<file path="src/rtl/linreg_pkg.sv">
// Shared definitions for the linear-regression sequencer.
//   state_e    : sequencer FSM states
//   DATA_W_DEF : default datapath width
//   idx_width  : coefficient address width for a given feature count (at least 1 bit)
package linreg_pkg;

    typedef enum logic [1:0] {
        ST_IDLE = 2'd0,
        ST_LOAD = 2'd1,
        ST_MAC  = 2'd2,
        ST_DONE = 2'd3
    } state_e;

    localparam int DATA_W_DEF = 32;

    function automatic int idx_width(input int n);
        return (n <= 1) ? 1 : $clog2(n);
    endfunction

endpackage

</file>
<file path="src/rtl/linreg_mac.sv">
// Combinational multiply-accumulate step for the linear-regression sequencer.
// Ports:
//   acc_i  : running accumulator (signed)
//   feat_i : feature value (signed)
//   coef_i : coefficient value (signed)
//   acc_o  : acc_i + low DATA_W bits of feat_i*coef_i, wrapping
//   ovf_o  : product did not fit in DATA_W signed, or the add overflowed
module linreg_mac
    import linreg_pkg::*;
#(
    parameter int DATA_W = DATA_W_DEF
) (
    input  logic signed [DATA_W-1:0] acc_i,
    input  logic signed [DATA_W-1:0] feat_i,
    input  logic signed [DATA_W-1:0] coef_i,
    output logic signed [DATA_W-1:0] acc_o,
    output logic                     ovf_o
);

    localparam int PROD_W = 2 * DATA_W;

    function automatic logic signed [DATA_W-1:0] trunc_prod(input logic signed [PROD_W-1:0] p);
        return p[DATA_W-1:0];
    endfunction

    // The product fits only when every bit above the kept sign bit equals that sign bit.
    function automatic logic prod_ovf(input logic signed [PROD_W-1:0] p);
        logic [DATA_W:0] hi;
        hi = p[PROD_W-1:DATA_W-1];
        return !((&hi) || !(|hi));
    endfunction

    function automatic logic add_ovf(input logic signed [DATA_W-1:0] a,
                                     input logic signed [DATA_W-1:0] b,
                                     input logic signed [DATA_W-1:0] s);
        return (a[DATA_W-1] == b[DATA_W-1]) && (s[DATA_W-1] != a[DATA_W-1]);
    endfunction

    logic signed [PROD_W-1:0] prod;
    logic signed [DATA_W-1:0] prod_t;

    assign prod   = PROD_W'(feat_i) * PROD_W'(coef_i);
    assign prod_t = trunc_prod(prod);
    assign acc_o  = acc_i + prod_t;
    assign ovf_o  = prod_ovf(prod) || add_ovf(acc_i, prod_t, acc_o);

endmodule

</file>
<file path="src/rtl/linreg_sequencer.sv">
// Control and accumulation sequencer: price = intercept + sum(coef[i]*feat[i]).
// Ports:
//   clk, rst_n      : clock, asynchronous active-low reset
//   start_i/abort_i : begin a new inference (IDLE only) / cancel one in progress
//   busy_o          : high whenever not IDLE
//   feat_valid_i/feat_ready_o/feat_data_i : feature stream handshake
//   coef_addr_o/coef_data_i : synchronous coefficient ROM port (data one cycle after address)
//   intercept_i     : sampled with start
//   price_o/rout_o/ovf_o : last result, one-cycle update strobe, sticky overflow flag
module linreg_sequencer
    import linreg_pkg::*;
#(
    parameter int N_FEAT = 4,
    parameter int DATA_W = DATA_W_DEF,
    parameter int IDX_W  = idx_width(N_FEAT)
) (
    input  logic                     clk,
    input  logic                     rst_n,
    input  logic                     start_i,
    input  logic                     abort_i,
    output logic                     busy_o,
    input  logic                     feat_valid_i,
    output logic                     feat_ready_o,
    input  logic signed [DATA_W-1:0] feat_data_i,
    output logic        [IDX_W-1:0]  coef_addr_o,
    input  logic signed [DATA_W-1:0] coef_data_i,
    input  logic signed [DATA_W-1:0] intercept_i,
    output logic signed [DATA_W-1:0] price_o,
    output logic                     rout_o,
    output logic                     ovf_o
);

    localparam logic [IDX_W-1:0] LAST_IDX = IDX_W'(N_FEAT - 1);

    state_e                   state_q, state_d;
    logic        [IDX_W-1:0]  idx_q, idx_d;
    logic        [IDX_W-1:0]  addr_q, addr_d;
    logic signed [DATA_W-1:0] acc_q, acc_d;
    logic signed [DATA_W-1:0] feat_q, feat_d;
    logic signed [DATA_W-1:0] price_q, price_d;
    logic                     rout_q, rout_d;
    logic                     ovf_q, ovf_d;

    logic signed [DATA_W-1:0] mac_acc;
    logic                     mac_ovf;

    linreg_mac #(.DATA_W(DATA_W)) u_mac (
        .acc_i  (acc_q),
        .feat_i (feat_q),
        .coef_i (coef_data_i),
        .acc_o  (mac_acc),
        .ovf_o  (mac_ovf)
    );

    always_ff @(posedge clk or negedge rst_n) begin
        if (!rst_n) begin
            state_q <= ST_IDLE;
            idx_q   <= '0;
            addr_q  <= '0;
            acc_q   <= '0;
            feat_q  <= '0;
            price_q <= '0;
            rout_q  <= 1'b0;
            ovf_q   <= 1'b0;
        end else begin
            state_q <= state_d;
            idx_q   <= idx_d;
            addr_q  <= addr_d;
            acc_q   <= acc_d;
            feat_q  <= feat_d;
            price_q <= price_d;
            rout_q  <= rout_d;
            ovf_q   <= ovf_d;
        end
    end

    always_comb begin
        state_d = state_q;
        idx_d   = idx_q;
        addr_d  = addr_q;
        acc_d   = acc_q;
        feat_d  = feat_q;
        price_d = price_q;
        rout_d  = 1'b0;
        ovf_d   = ovf_q;
        unique case (state_q)
            ST_IDLE: begin
                if (start_i && !abort_i) begin
                    acc_d   = intercept_i;
                    idx_d   = '0;
                    addr_d  = '0;
                    ovf_d   = 1'b0;
                    state_d = ST_LOAD;
                end
            end
            ST_LOAD: begin
                if (abort_i) begin
                    ovf_d   = 1'b0;
                    state_d = ST_IDLE;
                end else if (feat_valid_i) begin
                    feat_d  = feat_data_i;
                    state_d = ST_MAC;
                end
            end
            ST_MAC: begin
                if (abort_i) begin
                    ovf_d   = 1'b0;
                    state_d = ST_IDLE;
                end else begin
                    acc_d = mac_acc;
                    ovf_d = ovf_q | mac_ovf;
                    if (idx_q == LAST_IDX) begin
                        state_d = ST_DONE;
                    end else begin
                        // Address moves here so it is stable across the whole next LOAD.
                        idx_d   = idx_q + 1'b1;
                        addr_d  = idx_q + 1'b1;
                        state_d = ST_LOAD;
                    end
                end
            end
            ST_DONE: begin
                price_d = acc_q;
                rout_d  = 1'b1;
                state_d = ST_IDLE;
            end
            default: state_d = ST_IDLE;
        endcase
    end

    assign busy_o       = (state_q != ST_IDLE);
    assign feat_ready_o = (state_q == ST_LOAD);
    assign coef_addr_o  = addr_q;
    assign price_o      = price_q;
    assign rout_o       = rout_q;
    assign ovf_o        = ovf_q;

endmodule
</file>
<file path="config.mk">
export PLATFORM = sky130hd
export DESIGN_NAME = linreg_sequencer
export DESIGN_NICKNAME = d
export VERILOG_FILES = /design/src/rtl/linreg_pkg.sv /design/src/rtl/linreg_mac.sv /design/src/rtl/linreg_sequencer.sv
export SDC_FILE = /design/constraint.sdc
export NUM_CORES = 2
export LEC_CHECK = 0
export CAP_MARGIN = 20
export CORE_UTILIZATION = 42
export DETAILED_ROUTE_END_ITERATION = 7
export SLEW_MARGIN = 40
export SYNTH_ARGS = -nofsm -noshare
export SYNTH_HDL_FRONTEND = slang
export SYNTH_SLANG_ARGS = --single-unit
</file>
<file path="constraint.sdc">
create_clock -name clk -period 11.61 [get_ports clk]
set_input_delay 1.7415 -clock clk [delete_from_list [all_inputs] [get_ports clk]]
set_output_delay 1.7415 -clock clk [all_outputs]
set_load 0.05 [all_outputs]
</file>
; After elaboration in Yosys (flattened, before gate mapping)
; Cells that the tools add are included.
[op_classes]
n_addsub = 2
n_mul = 1
eq_ne = 11
muxes = 18
bitwise = 2
reduce_logical = 18
[ops]
columns = operator, n
row1 = 32-bit by 32-bit multiplier with 64-bit output, 1
row2 = 32-bit two-way mux, 2
row3 = 32-bit one-hot mux with 2 select lines, 1
row4 = 33-bit AND reduction, 1
row5 = 33-bit OR reduction, 1
row6 = 32-bit adder, 1
row7 = 2-bit two-way mux, 8
row8 = 3-bit AND reduction, 3
row9 = 2-bit != test (second input constant), 4
row10 = 2-bit one-hot mux with 4 select lines, 1
row11 = 2-bit equality test (second input constant), 3
row12 = 1-bit two-way mux, 4
row13 = 2-bit one-hot mux with 2 select lines, 1
row14 = 4-bit AND reduction, 1
row15 = 2-bit nonzero test, 2
row16 = 1-bit logical NOT, 3
row17 = 3-bit != test (second input constant), 1
row18 = 1-bit one-hot mux with 3 select lines, 1
row19 = 3-bit nonzero test, 1
row20 = 2-bit by 1-bit adder with 2-bit output (second input constant), 1
row21 = 2-bit by 1-bit equality test with 1-bit output (second input constant), 1
row22 = 1-bit logical AND, 2
row23 = 2-bit logical NOT, 1
row24 = 1-bit logical OR, 2
row25 = other kinds (5), 5
[totals]
register_bits = 102
input_bits = 101
out_inout_bits = 38
elab_cells = 59

; Depth between registers and ports, before layout
[depth]
ltp_word = 9
ltp_mapped = 36
ltp_nobuf = 35

; Modules after synthesis
; A second synthesis with hierarchy kept.
[unflattened]
hier_cells = 4260
hier_area_um2 = 41910.2
[modules_own_cells]
columns = module, n_inst, cells_each, area_each_um2, seq_area_each_um2
row1 = linreg_mac, 1, 3946, 37392.1, 0.0
row2 = linreg_sequencer, 1, 314, 4518.1, 2552.4

; Least setup slack after synthesis
; Ideal clock, no wire load.
[synth_timing]
path_type = in2reg
start = input port coef_data_i[4]
end = register ovf_q, in the netlist ovf_o
arrival_time_ns = 9.964
required_ns = 11.486
path_slack_ns = 1.522
stages = 28
n_path_buf = 2
cell_sequence = clkbuf_1 > and2_1 > fa_1 > inv_1 > fa_1 > inv_1 > fa_1 > fa_1 > inv_1 > fa_1 > fa_1 > fa_1 > fa_1 > inv_1 > ha_1 > clkbuf_1 > nand2_1 > nor2_1 > nand2_1 > nor3_1 > a211oi_1 > or4_1 > o211ai_1 > nand4b_1 > or4b_1 > nor4bb_1 > a21oi_1 > o31a_1
[synth_via]
elab_chain_len = 9
[synth_rtl]
columns = item, line_no
row1 = start: declaration, linreg_sequencer.sv:26  ; input logic signed [DATA_W-1:0] coef_data_i,
row2 = 32-bit by 32-bit multiplier with 64-bit output (*), linreg_mac.sv:42  ; assign prod = PROD_W'(feat_i) * PROD_W'(coef_i);
row3 = branches (longest 4 deep; another with 32-bit adder), -
row4 = 1-bit logical OR (*), linreg_mac.sv:45  ; assign ovf_o = prod_ovf(prod) || add_ovf(acc_i, prod_t, acc_o);
row5 = 1-bit bitwise OR (*), linreg_sequencer.sv:111  ; ovf_d = ovf_q | mac_ovf;
row6 = 1-bit two-way mux (*), linreg_sequencer.sv:106  ; if (abort_i) begin
row7 = 1-bit one-hot mux with 3 select lines (*), linreg_sequencer.sv:86  ; unique case (state_q)
row8 = end signal: assignment, linreg_sequencer.sv:73  ; ovf_q <= ovf_d;
row9 = end: declaration, linreg_sequencer.sv:42  ; logic ovf_q, ovf_d;
; Every way passes the cells marked *.
; A chain may end at the register's enable or synchronous reset.

; Worst setup path in the final report
[layout_timing]
start = input port coef_data_i[3]
end = register ovf_q, in the netlist ovf_o
; Same word-level chain as after synthesis.

==> metrics.md <==
| Metric | Value |
|---|---|
| First-pass GRT wire length | 178000 µm |
| Critical Path Slowest Stage Cell | fa_1 |
| CP required | 11910 ps |
| CTS resizes | 0 |
| Family with the most delay on the worst path | adder cells |
| Hold depth | 1 |
| Top cells by area, synth | fa_1 (52%), and2_1 (7.8%), inv_1 (6.7%) |
| Post-synth top cells | fa_1 (1083), inv_1 (738), nand2_1 (583) |
| Fin cells | 5579 |
| Largest net degree at the start of global routing | 66 |
| Number of I/O pins | 139 |
| Post-synth top flop | dfrtp_1 |
| Number of global-route vias before repair | 32.0k |
| Die area | 100000 µm² |
| Port bufs | 138 |
| Post-Route Skew | 27.7 ps |
| Mux cell area share after synthesis | 1.99% |
| CP endpoint | ovf_o |
| # fillers | 9365 |
| Reg2Reg Depth | 34 |
| Max_cap viols | 0 |
| Root buffer cell | clkbuf_16 |
| Setup Viol. Count Final | 0 |
| Synth Area in Simple Gates | 16.3% |
| Final WS setup | 939 ps |
| Die X | 316 µm |
| Clock slew at reported path FFs | 90 ps |
| Fmax | 93.7 MHz |
| Worst setup SP type | input pin |
| Place WS | 517 ps |
| Status | completed |
| Vias | 29.1k |
| Cell mode on critical path | fa_1 |
| DR iter-0 viols | 1673 |
| Synth Area in Compound Gates | 5.91% |
| Dpl hpwl | 93300 µm |
| Mapped Area | 41500 µm² |
| Adder-cell share of the synthesized area | 58.7% |
| DR vias/cell | 5.22 |
| Worst EP arrival | 10970 ps |
| Die Height | 316 µm |
| Area Overhead vs Synth | 7.64% |
| Setup_tns | 0 ps |
| Slew Viols, Final | 0 |
| Post-CTS Setup Repair Bufs | 0 |
| XOR/XNOR Fraction of Synth Area | 1.98% |
| CP peak stage delay | 560 ps |
| Reg2reg start | feat_q[9] |
| Syn_area_per_cell | 9.69 µm² |
| Least-Margin Pin Slew | 915 ps |
| Final WL | 110000 µm |
| Syn_nets | 5688 |
| Unrepaired setup endpoints after global routing | no |
| All-Layer GR Usage | 23.1% |
| Mapped Cells | 4288 |
| Final period utilization | 91.9% |
| Reg-to-reg endpoint | acc_q[31] |
| Clock Sinks | 102 |
| YS warnings | 0 |
| Ys async rst share | 100% |
| Levels on crit path | 31 |
| Worst setup EP type | register |
| Placed cell count | 5562 |
| Hold buffers post-CTS | 0 |
| CTS tree | yes |
| Post-synth top area share | 52.2% |
| Distinct cells, synth | 79 |
| Seq/Total Area, Yosys | 6.14% |
| Yosys reg bits | 102 |
| Grt ovf | 0 |
| Initial antenna violation count | 2 |
| Reg2Reg Setup Slack | 1920 ps |
| Starting Density | 42.7% |
| H-Tree Depth | 3 |
| Min-delay worst type | reg -> reg |
| Critical setup path kind | in -> reg |
| DR DRC count | 0 |
| Layout Nets | 5697 |
| Yosys top cell by area | fa_1 |
| Layout cells sized above 1 | 5.11% |
| Final Critical Period | 10670 ps |
| Total CTS buffers | 9 |
| Worst Setup SP | coef_data_i[3] |
| Top-count cell post-synth | fa_1 |
| Final ANT Viol Nets | 0 |
| Drt first pass iters | 5 |
| Skew-Pair Late Insertion Delay | 430 ps |
| Post-synth EDFFs | 0 |
| Buf+Inv Stages, Crit Path | 8 |
| Largest family of logic cells by synthesized area | adder cells |
| Relative slew slack | 39.0% |
| Routability cong. | 0.927 |
| Crit path max fanout | 21 |
| CORE AREA | 97300 µm² |
| Min-delay src | price_o[9] |
| Row cnt | 114 |
| WL/cell | 19.6 µm |
| CTS Buffer Depth | 2 |
| Hold Violations, Final | 0 |
## flip-flops by register name, indices dropped and copies added, names as in the netlist
name,cells
acc_q,32
coef_addr_o,2
feat_q,32
ovf_o,1
price_o,32
rout_o,1
state_q,2
## area by class of cell
type | count | area (µm²) | share of cell area, %
repair buffers | 244 | 2210 | 4.93
multi-input cells | 3201 | 35300 | 78.9
flip-flops and latches | 102 | 2560 | 5.72
inverters | 739 | 2770 | 6.20
clock buffers | 9 | 225 | 0.504
well taps | 1276 | 1600 | 3.57
clock inverters | 7 | 77.6 | 0.173
diodes | 1 | 2.50 | 0.00560
## through the flow
stage	hold slack [ps]	instance area (µm²)	util, %
after floorplan	474	41500	-
after global placement	489	44400	45.6
after detailed placement	492	44400	45.7
after CTS	514	44700	46.0
after global routing	519	44700	46.0
final	512	44700	46.0
## layout by cell type (no fill, tap or decap), drive strengths merged, types with 3 or more instances in the layout
master / instances
o31a: 6
a211oi: 11
mux2i: 6
mux2: 68
a211o: 7
buf: 109
fa: 1083
nor2: 86
inv: 740
clkdlybuf4s50: 135
clkinv: 6
o21ai: 87
a21o: 38
xor2: 37
clkbuf: 9
ha: 216
and2: 518
o21bai: 20
nand3: 23
o211ai: 15
o21a: 21
o311ai: 3
a31oi: 17
nor3: 26
nand2b: 34
xnor2: 57
nor4: 10
or2: 6
o2bb2ai: 3
a21oi: 122
or4: 3
dfrtp: 102
a311oi: 3
and3: 9
nor2b: 7
nor3b: 4
nand4b: 3
a2111oi: 3
nand4: 28
nand2: 583
## routing by layer
metal  wire length, µm  track usage [%]  up-vias
li1                  -                -    12900
met1             45800             30.3    15500
met2             56100             40.3      622
met3              5100             2.98      117
met4              2490             5.75        2
met5                19                0        -
## cells by family (layout without fill, tap and decap cells)
| logic type | Yosys count | in the layout |
|---|---|---|
| and+or+nand+nor | 1351 | 1351 |
| muxes | 74 | 74 |
| adders and majority gates | 1299 | 1299 |
| AOI/OAI and AO/OA | 383 | 383 |
| buffers and inverters | 985 | 999 |
| DFF | 102 | 102 |
| other | 0 | 1 |
| xor gates and xnor gates | 94 | 94 |
## worst reg2reg max path, delay by kind of cell, from the launching register on
family,cells,cell delay (ps)
adders and majority gates,10,4700
AOI/OAI and AO/OA,10,2090
DFF,1,880
and+or+nand+nor,6,850
buffers and inverters,6,660
xor gates and xnor gates,2,390
## how the worst min path moves through the flow
stage             endpoint  slack, ps
2_1_floorplan     acc_q[0]        470
3_3_place_gp    price_o[0]        490
3_5_place_dp   price_o[23]        490
4_1_cts         price_o[9]        510
5_1_grt         feat_q[27]        520
6_report        price_o[9]        510
Power is left out: the tool's default activity adds up to more than one toggle a clock period on the data nets, which glitch-free logic cannot reach.
